===== config.mk =====
export PLATFORM = sky130hd
export DESIGN_NAME = fifo_burst_writer
export DESIGN_NICKNAME = d
export VERILOG_FILES = /design/src/rtl/fifo_wr_pkg.sv /design/src/rtl/fifo_burst_writer.sv
export SDC_FILE = /design/constraint.sdc
export NUM_CORES = 1
export LEC_CHECK = 0
export CAP_MARGIN = 20
export CORE_ASPECT_RATIO = 0.75
export CORE_MARGIN = 5
export CORE_UTILIZATION = 50
export DETAILED_ROUTE_END_ITERATION = 7
export PLACE_DENSITY_LB_ADDON = 0.05
export SYNTH_ARGS = -nofsm -noshare
export SYNTH_HDL_FRONTEND = slang
export SYNTH_SLANG_ARGS = --single-unit

===== constraint.sdc =====
create_clock -name clkw -period 2.15 [get_ports clkw]
set_input_delay 0.215 -clock clkw [delete_from_list [all_inputs] [get_ports clkw]]
set_output_delay 0.215 -clock clkw [all_outputs]
set_load 0.03 [all_outputs]

===== src/rtl/fifo_wr_pkg.sv =====
// Shared definitions for the FIFO burst writer: default widths and FSM state encoding.
// CSUM exists only when FIFO_WR_CHECKSUM_EN is defined.
package fifo_wr_pkg;

    localparam int DW_DEFAULT = 8;
    localparam int LW_DEFAULT = 9;

    typedef enum logic [1:0] {
        IDLE  = 2'd0,
        WRITE = 2'd1,
`ifdef FIFO_WR_CHECKSUM_EN
        CSUM  = 2'd2,
`endif
        DONE  = 2'd3
    } state_t;

endpackage


===== src/rtl/fifo_burst_writer.sv =====
// Burst writer: pushes len payload words (constant or incrementing from seed) into a FIFO.
// Define FIFO_WR_CHECKSUM_EN to append a mod-2^DW checksum trailer word after the payload.
module fifo_burst_writer
    import fifo_wr_pkg::*;
#(
    parameter int DW = DW_DEFAULT,
    parameter int LW = LW_DEFAULT
) (
    input  logic          clkw,
    input  logic          rst,
    input  logic          start,
    input  logic [LW-1:0] len,
    input  logic [DW-1:0] seed,
    input  logic          inc,
    input  logic          abort,
    input  logic          f,
    output logic          WREQ,
    output logic [DW-1:0] WD,
    output logic          busy,
    output logic          done,
    output logic [LW-1:0] wcount
);

    state_t        r_state;
    state_t        w_next;
    logic [DW-1:0] r_data;
    logic [LW-1:0] r_rem;
    logic [LW-1:0] r_wcount;
    logic          r_inc;
    logic          w_last;
`ifdef FIFO_WR_CHECKSUM_EN
    logic [DW-1:0] r_csum;
`endif

    assign w_last = (r_rem == LW'(1));
    assign WD     = r_data;
    assign wcount = r_wcount;

    always_ff @(posedge clkw or negedge rst) begin
        if (!rst) begin
            r_state <= IDLE;
        end else begin
            r_state <= w_next;
        end
    end

    always_comb begin
        w_next = r_state;
        case (r_state)
            IDLE: begin
                if (start) begin
                    w_next = (len == '0) ? DONE : WRITE;
                end
            end
            WRITE: begin
                if (abort) begin
                    w_next = IDLE;
                end else if (WREQ && w_last) begin
`ifdef FIFO_WR_CHECKSUM_EN
                    w_next = CSUM;
`else
                    w_next = DONE;
`endif
                end
            end
`ifdef FIFO_WR_CHECKSUM_EN
            CSUM: begin
                if (abort) begin
                    w_next = IDLE;
                end else if (WREQ) begin
                    w_next = DONE;
                end
            end
`endif
            DONE:    w_next = IDLE;
            default: w_next = IDLE;
        endcase
    end

    always_comb begin
        WREQ = 1'b0;
        busy = 1'b1;
        done = 1'b0;
        case (r_state)
            IDLE:  busy = 1'b0;
            WRITE: WREQ = !f && !abort;
`ifdef FIFO_WR_CHECKSUM_EN
            CSUM:  WREQ = !f && !abort;
`endif
            DONE:  done = 1'b1;
            default: busy = 1'b0;
        endcase
    end

    // The last payload word does not advance r_data, so WD holds it through DONE/IDLE.
    // With the trailer enabled, r_data is loaded with the final sum so WD presents it in CSUM.
    always_ff @(posedge clkw or negedge rst) begin
        if (!rst) begin
            r_data   <= '0;
            r_rem    <= '0;
            r_inc    <= 1'b0;
            r_wcount <= '0;
`ifdef FIFO_WR_CHECKSUM_EN
            r_csum   <= '0;
`endif
        end else begin
            case (r_state)
                IDLE: begin
                    if (start) begin
                        r_wcount <= '0;
                        if (len != '0) begin
                            r_data <= seed;
                            r_rem  <= len;
                            r_inc  <= inc;
`ifdef FIFO_WR_CHECKSUM_EN
                            r_csum <= '0;
`endif
                        end
                    end
                end
                WRITE: begin
                    if (WREQ) begin
                        r_wcount <= r_wcount + LW'(1);
                        r_rem    <= r_rem - LW'(1);
`ifdef FIFO_WR_CHECKSUM_EN
                        r_csum   <= r_csum + r_data;
                        if (w_last) begin
                            r_data <= r_csum + r_data;
                        end else begin
                            r_data <= r_data + DW'(r_inc);
                        end
`else
                        if (!w_last) begin
                            r_data <= r_data + DW'(r_inc);
                        end
`endif
                    end
                end
`ifdef FIFO_WR_CHECKSUM_EN
                CSUM: begin
                    if (WREQ) begin
                        r_wcount <= r_wcount + LW'(1);
                    end
                end
`endif
                default: begin
                end
            endcase
        end
    end

endmodule


After elaboration in Yosys (flattened, before gate mapping)
Cells that the tools add are included.

Bits of input ports: 23. Output and inout bits: 20. Register bits after elaboration: 29.

Reductions and logical operators: 14. Multiplexer cells: 20. Add/subtract/negate cells: 3. Eq/ne operators: 8.

Operators by type and width (count): $mux 9 (5); $pmux 9 s2 (2); $mux 8 (4); $pmux 8 s2 (1); $add 9x1->9 const B (1); $eq 9x1->1 const B (1); $logic_not 9->1 (1); $reduce_bool 9->1 (1); $sub 9x1->9 const B (1); $add 8x1->8 (1); $mux 2 (4); $ne 2x2->1 const B (4); $reduce_and 3->1 (2); $reduce_and 5->1 (1); $pmux 2 s2 (1); $reduce_and 4->1 (1); $mux 1 (3); $ne 3x3->1 const B (1); $eq 2x1->1 const B (1); $eq 2x2->1 const B (1); $logic_and 1x1->1 (2); $logic_not 1->1 (2); $logic_not 2->1 (1); $reduce_and 2->1 (1); other kinds (2) (2).

Longest topological paths before layout
Gate-level depths: netlist (run 1).

Word-level depth: 7. Mapped depth: 7.

Worst setup path before layout (run 1)
OpenSTA, ideal clock, no wires.

Path kind: reg-to-reg. Start: reg r_rem[1]. End: reg r_data[5] (netlist: WD[5]). Library setup time: 0.131 ns. Arrival time: 1.738 ns. Setup slack: 0.281 ns. Required time: 2.019 ns. Stages on the path, launching flop included: 8. Period minus slack after synthesis: 1.869 ns. Cell sequence: dfrtp_1 > inv_1 > ha_1 > or4b_1 > clkbuf_1 > o2111a_1 > a311oi_1 > a211oi_1.

Word-level cells in the longest chain between the ends: 3.

RTL lines: start, declared (line fifo_burst_writer.sv:27) `logic [LW-1:0] r_rem;`; start signal, assigned (line fifo_burst_writer.sv:113) `r_rem <= len;`; start signal, assigned (line fifo_burst_writer.sv:124) `r_rem <= r_rem - LW'(1);`; $eq 9x1->1 (line fifo_burst_writer.sv:35) `assign w_last = (r_rem == LW'(1));`; $ne 2x2->1 (no line); $reduce_and 5->1 (no line); end signal, assigned (line fifo_burst_writer.sv:134) `r_data <= r_data + DW'(r_inc);`; end, declared (line fifo_burst_writer.sv:26) `logic [DW-1:0] r_data;`.

No other way between the ends. A chain may end at the register's enable or synchronous reset.

Worst setup path after layout (run 1)
Start: reg r_rem[6]. End: reg r_data[5] (netlist: WD[5]).

The elaborated chain is that of the path after synthesis.

==> qor.yml, run 1 <==
clock_tree:
  cts_setup_buffers: 0
  root_buffer: "clkbuf_8"
  ctsResizeCount: 1
  cts.reportedPaths.clkPinSlew_ps: 70
  holdBufCountCts: 0
  clock_path_buffers: 2
  cts_sinks: 29
  cts_made_buffers: 5
  htree_num_levels: 2
  cts_tree: "built"
  clock_latency_ps: 290
run:
  cap_violations: 0
final_layout:
  diodes: 0
  finalNetCount: 275
  drive_above_1_share_pct: 12.9
  area.growth.synth_to_final_pct: 33.5
  stdcell_area_mm2: 0.00242
worst_setup_path:
  crit_path_max_fanout: 9
  cp_top_family: "simple AND/OR/NAND/NOR gates"
  endpoint: "WD[5]$_DFFE_PN0P_"
  cp_data_required_time_ps: 2280
  startpoint_type: "flip-flop"
  cp_slowest_stage_delay_ps: 730
  rr_endpoint: "WD[5]$_DFFE_PN0P_"
  end_kind: "flip-flop"
  crit_cells: 4
  reg2reg_slack_ps: 140
  rr_startpoint: "r_rem[6]$_DFFE_PN0P_"
  cp_slowest_cell: "or4_1"
  critPathBufInv: 0
  crit_path_start: "r_rem[6]$_DFFE_PN0P_"
  critical_path_class: "reg -> reg"
  arrival_ps: 2140
  critical_path.cell_chain: "or4_1, o2111a_1, a311oi_1, a211oi_1"
  ff2ff_path_depth: 4
die:
  die_y_um: 62.1
  die_w_um: 79.5
  core-area_mm2: 0.00338
  die-area_mm2: 0.00494
  io-pin-count: 43
  placementRows: 18
  start_util_pct: 53.6
yosys:
  ys_seq_area_share_pct: 40.1
  syn_nets: 227
  ys_ff_latch: 29
  synth_top_area_share_pct: 40.1
  synth_edf_count: 0
  synth_top_cell_by_area: "dfrtp_1"
  synth_cell_types: 47
  synth_warnings: 0
  syn-cell-area_mm2: 0.00181
  avgSynthCellArea_um2: 9.10
  ys.flop_type: "dfrtp_1"
  synth_cells: 199
  synthTopCellsByArea: "dfrtp_1 (40%), nor2_1 (3.5%), ha_1 (3.5%)"
  async_flop_share_pct: 100
drt:
  drtIter0Drc: 211
  finalWirelength_mm: 5.11
  antenna_left: 0
  first_pass_iters: 4
  detail_route.wl_per_cell_um: 17.7
  vias: 1780
  vias_per_cell: 6.18
  drc: 0
placement:
  placed_cell_area_mm2: 0.00231
  place.gp.congestion: 0.828
  dpl_worst_slack_ps: -54.2
  hpwl_mm: 3.64
  port_buffers: 42
global_routing:
  grt_overflow: 0
  grt_pass1_vias: 1760
  grt_max_degree: 30
  grtUsageTotal_pct: 21.6
  grt_pass1_wl_mm: 8.51
  antenna_found_initial: 0
timing:
  fin_crit_sh_pct: 93.3
  clock_skew_ps: 12.2
  fin_crit_ps: 2010
  fmax_mhz: 498
  setup_viol: 0
  finalWorstSetupSlack_ps: 144
  hold_violations: 0
  drv_slew: 0
  tightest_slew_ps: 598
  slew_headroom_pct: 60.1
  rsz0062_at_grt: "no"
pwr:
  ir_drop_mv: 0.713
  p_per_area_mw_per_mm2: 954
  leakagePower_uw: 0.000976
worst_hold_path:
  hold_path_class: "in -> async"
outcome:
  status: "finished, final reports clean"
==> worst reg2reg max path, delay by kind of cell (launching register included) <==
| kind | cells | cell delay, ps |
|---|---|---|
| AO/OA/AOI/OAI | 3 | 710 |
| flip-flops | 1 | 400 |
| AND/OR/NAND/NOR | 1 | 730 |
==> power breakdown <==
part / switching (uW) / internal, uW / leakage (uW)
Sequential: 176 / 686 / 0.000352
Combinational: 508 / 426 / 0.000570
Clock: 223 / 289 / 0.0000542
==> placed cells by master, fill, tap and decap left out, types with 5 or more instances in the layout <==
cell type	netlist	layout
o21ai_0	10	9
a31oi_1	5	5
ha_1	5	5
nor3_1	5	5
dfrtp_1	29	29
nand3_1	6	6
clkbuf_8	0	7
o22ai_1	7	7
clkdlybuf4s50_1	0	41
a21oi_1	10	10
buf_4	0	14
a2bb2oi_1	6	6
xor2_1	6	6
nor2_1	17	16
o211ai_1	6	6
a211oi_1	7	7
nand2_1	14	14
==> worst min-delay path by stage <==
stage | end | slack [ps] | cells after the start
finish | wcount[0]$_DFFE_PN0P_ | 310 | 2
global route | wcount[5]$_DFFE_PN0P_ | 350 | 2
CTS | wcount[0]$_DFFE_PN0P_ | 320 | 2
detailed placement | r_inc$_DFFE_PN0P_ | 510 | 1
global placement | r_inc$_DFFE_PN0P_ | 500 | 1
floorplan | WD[0]$_DFFE_PN0P_ | -80 | 0
==> metal layers <==
layer	wire [um]	GRT usage [%]	vias up	part of all wire [%]
met5	0	0	-	0
met4	86	7.30	0	1.7
met3	326	5.33	11	6.4
met2	2270	31.7	71	45
met1	2420	30.7	841	47
li1	-	-	857	-
==> registers in the layout, summed over array words and instances, names as in the netlist <==
name,cells
wcount,9
r_rem,9
WD,8
r_inc,1
r_state,2
==> logic make-up after synthesis <==
group | Yosys count | share of synthesized area, %
AOI/OAI and AO/OA | 64 | 24.6
xor gates and xnor gates | 6 | 2.90
adders and majority gates | 5 | 3.46
buffers and inverters | 18 | 4.63
DFF | 29 | 40.1
muxes | 4 | 2.28
and+or+nand+nor | 73 | 22.0
==> cell usage after synthesis, types with 4 or more instances <==
master	n
dfrtp_1	29
nor2_1	17
nand2_1	14
a21oi_1	10
o21ai_0	10
a211oi_1	7
o22ai_1	7
a2bb2oi_1	6
buf_2	6
clkbuf_1	6
nand3_1	6
o211ai_1	6
xor2_1	6
a31oi_1	5
ha_1	5
nor3_1	5
inv_1	4
nand4_1	4
==> layout make-up <==
cell class,instances,area [um^2]
clock inverters,1,5.00
flip-flops and latches,29,726
multi-input cells,152,1010
clock buffers,7,96.3
well taps,40,50.0
repair buffers,55,515
fillers,245,961
inverters,4,15.0
==> per-stage QoR <==
step	TNS (ps)	total power [uW]	std cells	utilization (%)	hold WS [ps]
after floorplan	0	1400	199	-	-80.6
after global placement	0	1750	280	68.4	501
after detailed placement	-283	1780	280	68.4	505
after CTS	0	2310	288	71.5	320
after global routing	0	2450	288	71.6	353
final	0	2310	288	71.6	312
No activity file was read; power rests on OpenSTA's default activity.
==> run 2: changes to the inputs <==
--- a/config.mk
+++ b/config.mk
@@ -7,9 +7,9 @@
 export LEC_CHECK = 0
 export CAP_MARGIN = 20
 export CORE_ASPECT_RATIO = 0.75
-export CORE_MARGIN = 5
-export CORE_UTILIZATION = 50
+export CORE_UTILIZATION = 63
 export DETAILED_ROUTE_END_ITERATION = 7
+export DONT_BUFFER_PORTS = 1
 export PLACE_DENSITY_LB_ADDON = 0.05
 export SYNTH_ARGS = -nofsm -noshare
 export SYNTH_HDL_FRONTEND = slang
==> qor.yml, run 2 (synthesis results as in run 1) <==
worst_setup_path:
  startpoint_type: "flip-flop"
  ff2ff_path_depth: 5
  rr_startpoint: "r_state[1]$_DFFE_PN0P_"
  crit_path_start: "r_state[1]$_DFFE_PN0P_"
  end_kind: "flip-flop"
  critical_path_class: "reg -> reg"
  reg2reg_slack_ps: 110
  rr_endpoint: "wcount[8]$_DFFE_PN0P_"
  cp_data_required_time_ps: 2360
  crit_path_max_fanout: 11
  arrival_ps: 2250
timing:
  finalWorstSetupSlack_ps: 110
  fin_crit_ps: 2040
  tightest_slew_ps: 603
  slew_headroom_pct: 59.8
  fin_crit_sh_pct: 94.9
  fmax_mhz: 490
  fin_tns_setup_ps: 0
  hold_violations: 0
  setup_viol: 0
  rsz0062_at_grt: "no"
  hold_ws_ps: 83.3
  clock_skew_ps: 2.57
  drv_slew: 0
placement:
  dpl_worst_slack_ps: 90.0
  hpwl_mm: 3.38
  port_buffers: 0
  place.gp.congestion: 0.851
  placed_cell_area_mm2: 0.00189
final_layout:
  final_util_pct: 75.8
  finalNetCount: 236
  stdcell_area_mm2: 0.00202
  drive_above_1_share_pct: 14.9
  final_cell_mix: "dfrtp_1 (29), nor2_1 (16), nand2_1 (14), buf_4 (14), a21oi_1 (10)"
  area.growth.synth_to_final_pct: 11.4
  final_common_cell: "dfrtp_1"
  diodes: 0
worst_hold_path:
  hold_depth: 1
  hold_path_class: "in -> reg"
  whs_endpoint: "r_inc$_DFFE_PN0P_"
  hp-start: "inc"
pwr:
  p_per_area_mw_per_mm2: 1050
  cellInternalPower_uw: 1240
  ir_drop_mv: 0.787
  switching_share_pct: 41.4
  p_clk_share_pct: 21.7
  pwr-share-seq_pct: 43.0
  pwr-share-comb_pct: 35.3
  power.switching_uw: 878
  leakagePower_uw: 0.000823
die:
  start_util_pct: 68.0
  placementRows: 16
  die-area_mm2: 0.00309
  core-area_mm2: 0.00266
  die_w_um: 63.9
  die_y_um: 48.4
  io-pin-count: 43
global_routing:
  grt_pass1_wl_mm: 8.04
  grt_max_degree: 30
  grtUsageTotal_pct: 35.0
  grt_pass1_vias: 1654
  grt_overflow: 0
  antenna_found_initial: 0
drt:
  antenna_left: 0
  vias: 1727
  drtIter0Drc: 218
  drc: 0
  vias_per_cell: 7.08
  first_pass_iters: 5
  finalWirelength_mm: 4.95
  detail_route.wl_per_cell_um: 20.3
clock_tree:
  clock_path_buffers: 2
  htree_num_levels: 2
  root_buffer: "clkbuf_8"
  cts_tree: "built"
  cts_sinks: 29
  clock_latency_ps: 280
  cts_setup_buffers: 0
  cts.reportedPaths.clkPinSlew_ps: 60
  cts_made_buffers: 5
run:
  cap_violations: 0
outcome:
  status: "finished, final reports clean"
## run 2: changes by cell type in the layout (fill, tap and decap cells not counted)
cell,change
clkbuf_1,+1
buf_12,+1
dlygate4sd3_1,+1
clkdlybuf4s50_1,-41
clkbuf_8,-1
clkinv_2,-1
## run 2: final cells by class
class,instances,area [um^2]
Multi-Input combinational cell,152,1010
Sequential cell,29,726
Fill cell,207,646
Timing Repair Buffer,16,135
Clock buffer,7,86.3
Tap cell,36,45.0
Inverter,4,15.0
## run 2: worst max-delay path by stage
stage,end,depth (start not counted)
after floorplan,WD[5]$_DFFE_PN0P_,7
after global placement,WD[5]$_DFFE_PN0P_,6
after detailed placement,WD[5]$_DFFE_PN0P_,6
after CTS,WD[0]$_DFFE_PN0P_,6
after global routing,wcount[8]$_DFFE_PN0P_,5
final,wcount[8]$_DFFE_PN0P_,5
## run 2: critical path, cell delays in order, from the launching register on
cell and delay, ps:
dfrtp_1 500, nor4b_2 380, buf_4 280, o21ai_0 240, or3_1 410, a21oi_1 150
## run 2: per-layer routing
metal | vias to the layer above | wire (um) | GRT usage, % | share of wire, %
met5 | - | 0 | 0 | 0
met4 | 0 | 102 | 12.5 | 2.1
met3 | 13 | 520 | 11.3 | 11
met2 | 101 | 2270 | 52.3 | 46
met1 | 836 | 2050 | 47.7 | 42
li1 | 777 | - | - | -
## run 2: power by group through the flow
stage	clock [uW]	combinational, uW	sequential, uW
2_1_floorplan	0	425	976
3_3_place_gp	0	679	895
3_5_place_dp	0	710	908
4_1_cts	456	735	903
5_1_grt	483	818	928
6_report	460	748	913
## run 2: repair_timing
item | in CTS | in global routing
gates resized for setup | 0 | 3
endpoints found under the hold margin | 29 | 0
hold buffers | 2 | 0
setup endpoints to repair | 0 | 6
## run 2: stage by stage
step	total power (uW)	cells
2_1_floorplan	1400	199
3_3_place_gp	1570	235
3_5_place_dp	1620	235
4_1_cts	2090	244
5_1_grt	2230	244
6_report	2120	244
==> run 3: changes to the inputs <==
--- a/config.mk
+++ b/config.mk
@@ -10,7 +10,7 @@
 export CORE_UTILIZATION = 63
 export DETAILED_ROUTE_END_ITERATION = 7
 export DONT_BUFFER_PORTS = 1
-export PLACE_DENSITY_LB_ADDON = 0.05
+export PLACE_DENSITY = 0.82
 export SYNTH_ARGS = -nofsm -noshare
 export SYNTH_HDL_FRONTEND = slang
 export SYNTH_SLANG_ARGS = --single-unit
==> constraint.sdc (replaced) <==
create_clock -name clkw -period 2.32 [get_ports clkw]
set_input_delay 0.232 -clock clkw [delete_from_list [all_inputs] [get_ports clkw]]
set_output_delay 0.232 -clock clkw [all_outputs]
set_load 0.03 [all_outputs]
==> qor.yml, run 3 (synthesis results as in run 1) <==
clock_tree:
  htree_num_levels: 2
  cts_sinks: 29
  cts.reportedPaths.clkPinSlew_ps: 60
  cts_made_buffers: 5
  clock_latency_ps: 280
  root_buffer: "clkbuf_8"
  cts_tree: "built"
  clock_path_buffers: 2
pwr:
  power_uw: 1870
  leakagePower_uw: 0.000788
  ir_drop_mv: 0.620
  p_per_area_mw_per_mm2: 957
final_layout:
  fin_cells: 238
  area.growth.synth_to_final_pct: 7.95
  final_cell_mix: "dfrtp_1 (29), nor2_1 (17), nand2_1 (14)"
  fill_cells: 196
  finalNetCount: 229
  drive_above_1_share_pct: 11.4
  final_common_cell: "dfrtp_1"
  diodes: 0
worst_setup_path:
  rr_endpoint: "WD[5]$_DFFE_PN0P_"
  startpoint_type: "flip-flop"
  cp_data_required_time_ps: 2430
  rr_startpoint: "r_state[1]$_DFFE_PN0P_"
  crit_path_max_fanout: 12
  end_kind: "flip-flop"
  ff2ff_path_depth: 4
  arrival_ps: 2220
  reg2reg_slack_ps: 220
  critical_path_class: "reg -> reg"
global_routing:
  antenna_found_initial: 0
  grt_pass1_wl_mm: 7.56
  grt_pass1_vias: 1592
  grt_overflow: 0
  grtUsageTotal_pct: 32.5
  grt_max_degree: 30
die:
  die_w_um: 63.9
  die_y_um: 48.4
  io-pin-count: 43
  die-area_mm2: 0.00309
  placementRows: 16
  start_util_pct: 68.0
  core-area_mm2: 0.00266
worst_hold_path:
  hp-start: "inc"
  hold_depth: 1
  hold_path_class: "in -> reg"
  whs_endpoint: "r_inc$_DFFE_PN0P_"
drt:
  finalWirelength_mm: 4.58
  drtIter0Drc: 177
  detail_route.wl_per_cell_um: 19.2
  antenna_left: 0
  vias_per_cell: 7.13
  drc: 0
  first_pass_iters: 5
  vias: 1696
placement:
  hpwl_mm: 3.29
  port_buffers: 0
  dp.cells: 228
  place.gp.congestion: 0.895
timing:
  rsz0062_at_grt: "no"
  clock_skew_ps: 1.86
  setup_viol: 0
  fin_crit_sh_pct: 90.7
  drv_slew: 0
  fin_crit_ps: 2100
  hold_ws_ps: 99.0
  slew_headroom_pct: 33.7
  fmax_mhz: 475
  hold_violations: 0
  tightest_slew_ps: 991
  fin_tns_setup_ps: 0
outcome:
  status: "finished, final reports clean"
run:
  cap_violations: 0
-- run 3: layer usage --
| layer | vias to the layer above | part of all wire [%] | GRT usage, % | wire [um] |
|---|---|---|---|---|
| met3 | 19 | 8.8 | 9.20 | 404 |
| met1 | 805 | 43 | 43.4 | 1980 |
| met2 | 105 | 46 | 49.5 | 2080 |
| met5 | - | 0 | 0 | 0 |
| li1 | 767 | - | - | - |
| met4 | 0 | 2.4 | 13.6 | 108 |
-- run 3: cell type report --
cell class	instances	area, um^2	share of cell area (%)
tap	36	45.0	2.30
timing repair buffer	9	82.6	4.23
clock inverter	2	10.0	0.512
clock buffer	6	72.6	3.71
inverter	4	15.0	0.768
multi-input combinational	152	1000	51.3
sequential	29	726	37.1
-- run 3: critical path, stage by stage (launching register included) --
cell and delay (ps):
dfrtp_1 530, nor4_1 120, and4_1 330, nor2_1 790, a211oi_1 170
-- run 3: timing repair --
item / 4_1_cts / 5_1_grt
gates resized for setup: 0 / 0
hold buffers: 2 / 0
buffers inserted: 0 / 0
hold endpoints to repair: 29 / 0
endpoints found under the setup margin: 0 / 0
-- run 3: how the worst max path moves through the flow --
stage                                 from                 to  slack, ps  depth (start not counted)
finish              r_state[1]$_DFFE_PN0P_  WD[5]$_DFFE_PN0P_        220                          4
global route        r_state[1]$_DFFE_PN0P_  WD[7]$_DFFE_PN0P_         80                          4
CTS                   r_rem[1]$_DFFE_PN0P_  WD[5]$_DFFE_PN0P_        250                          6
detailed placement    r_rem[1]$_DFFE_PN0P_  WD[5]$_DFFE_PN0P_        260                          6
global placement      r_rem[1]$_DFFE_PN0P_  WD[5]$_DFFE_PN0P_        350                          6
floorplan             r_rem[1]$_DFFE_PN0P_  WD[5]$_DFFE_PN0P_        450                          7
-- run 3: power breakdown --
group / internal, uW / switching, uW
Clock: 207 / 193
Sequential: 633 / 306
Combinational: 238 / 293
Total: 1080 / 791
-- run 3: stage by stage --
stage                     area, um^2  setup slack [ps]  utilization, %
after detailed placement        1840               257            69.2
after global routing            1950              77.8            73.4
final                           1950               215            73.4
after floorplan                 1810               451               -
after CTS                       1950               249            73.4
after global placement          1840               349            69.2
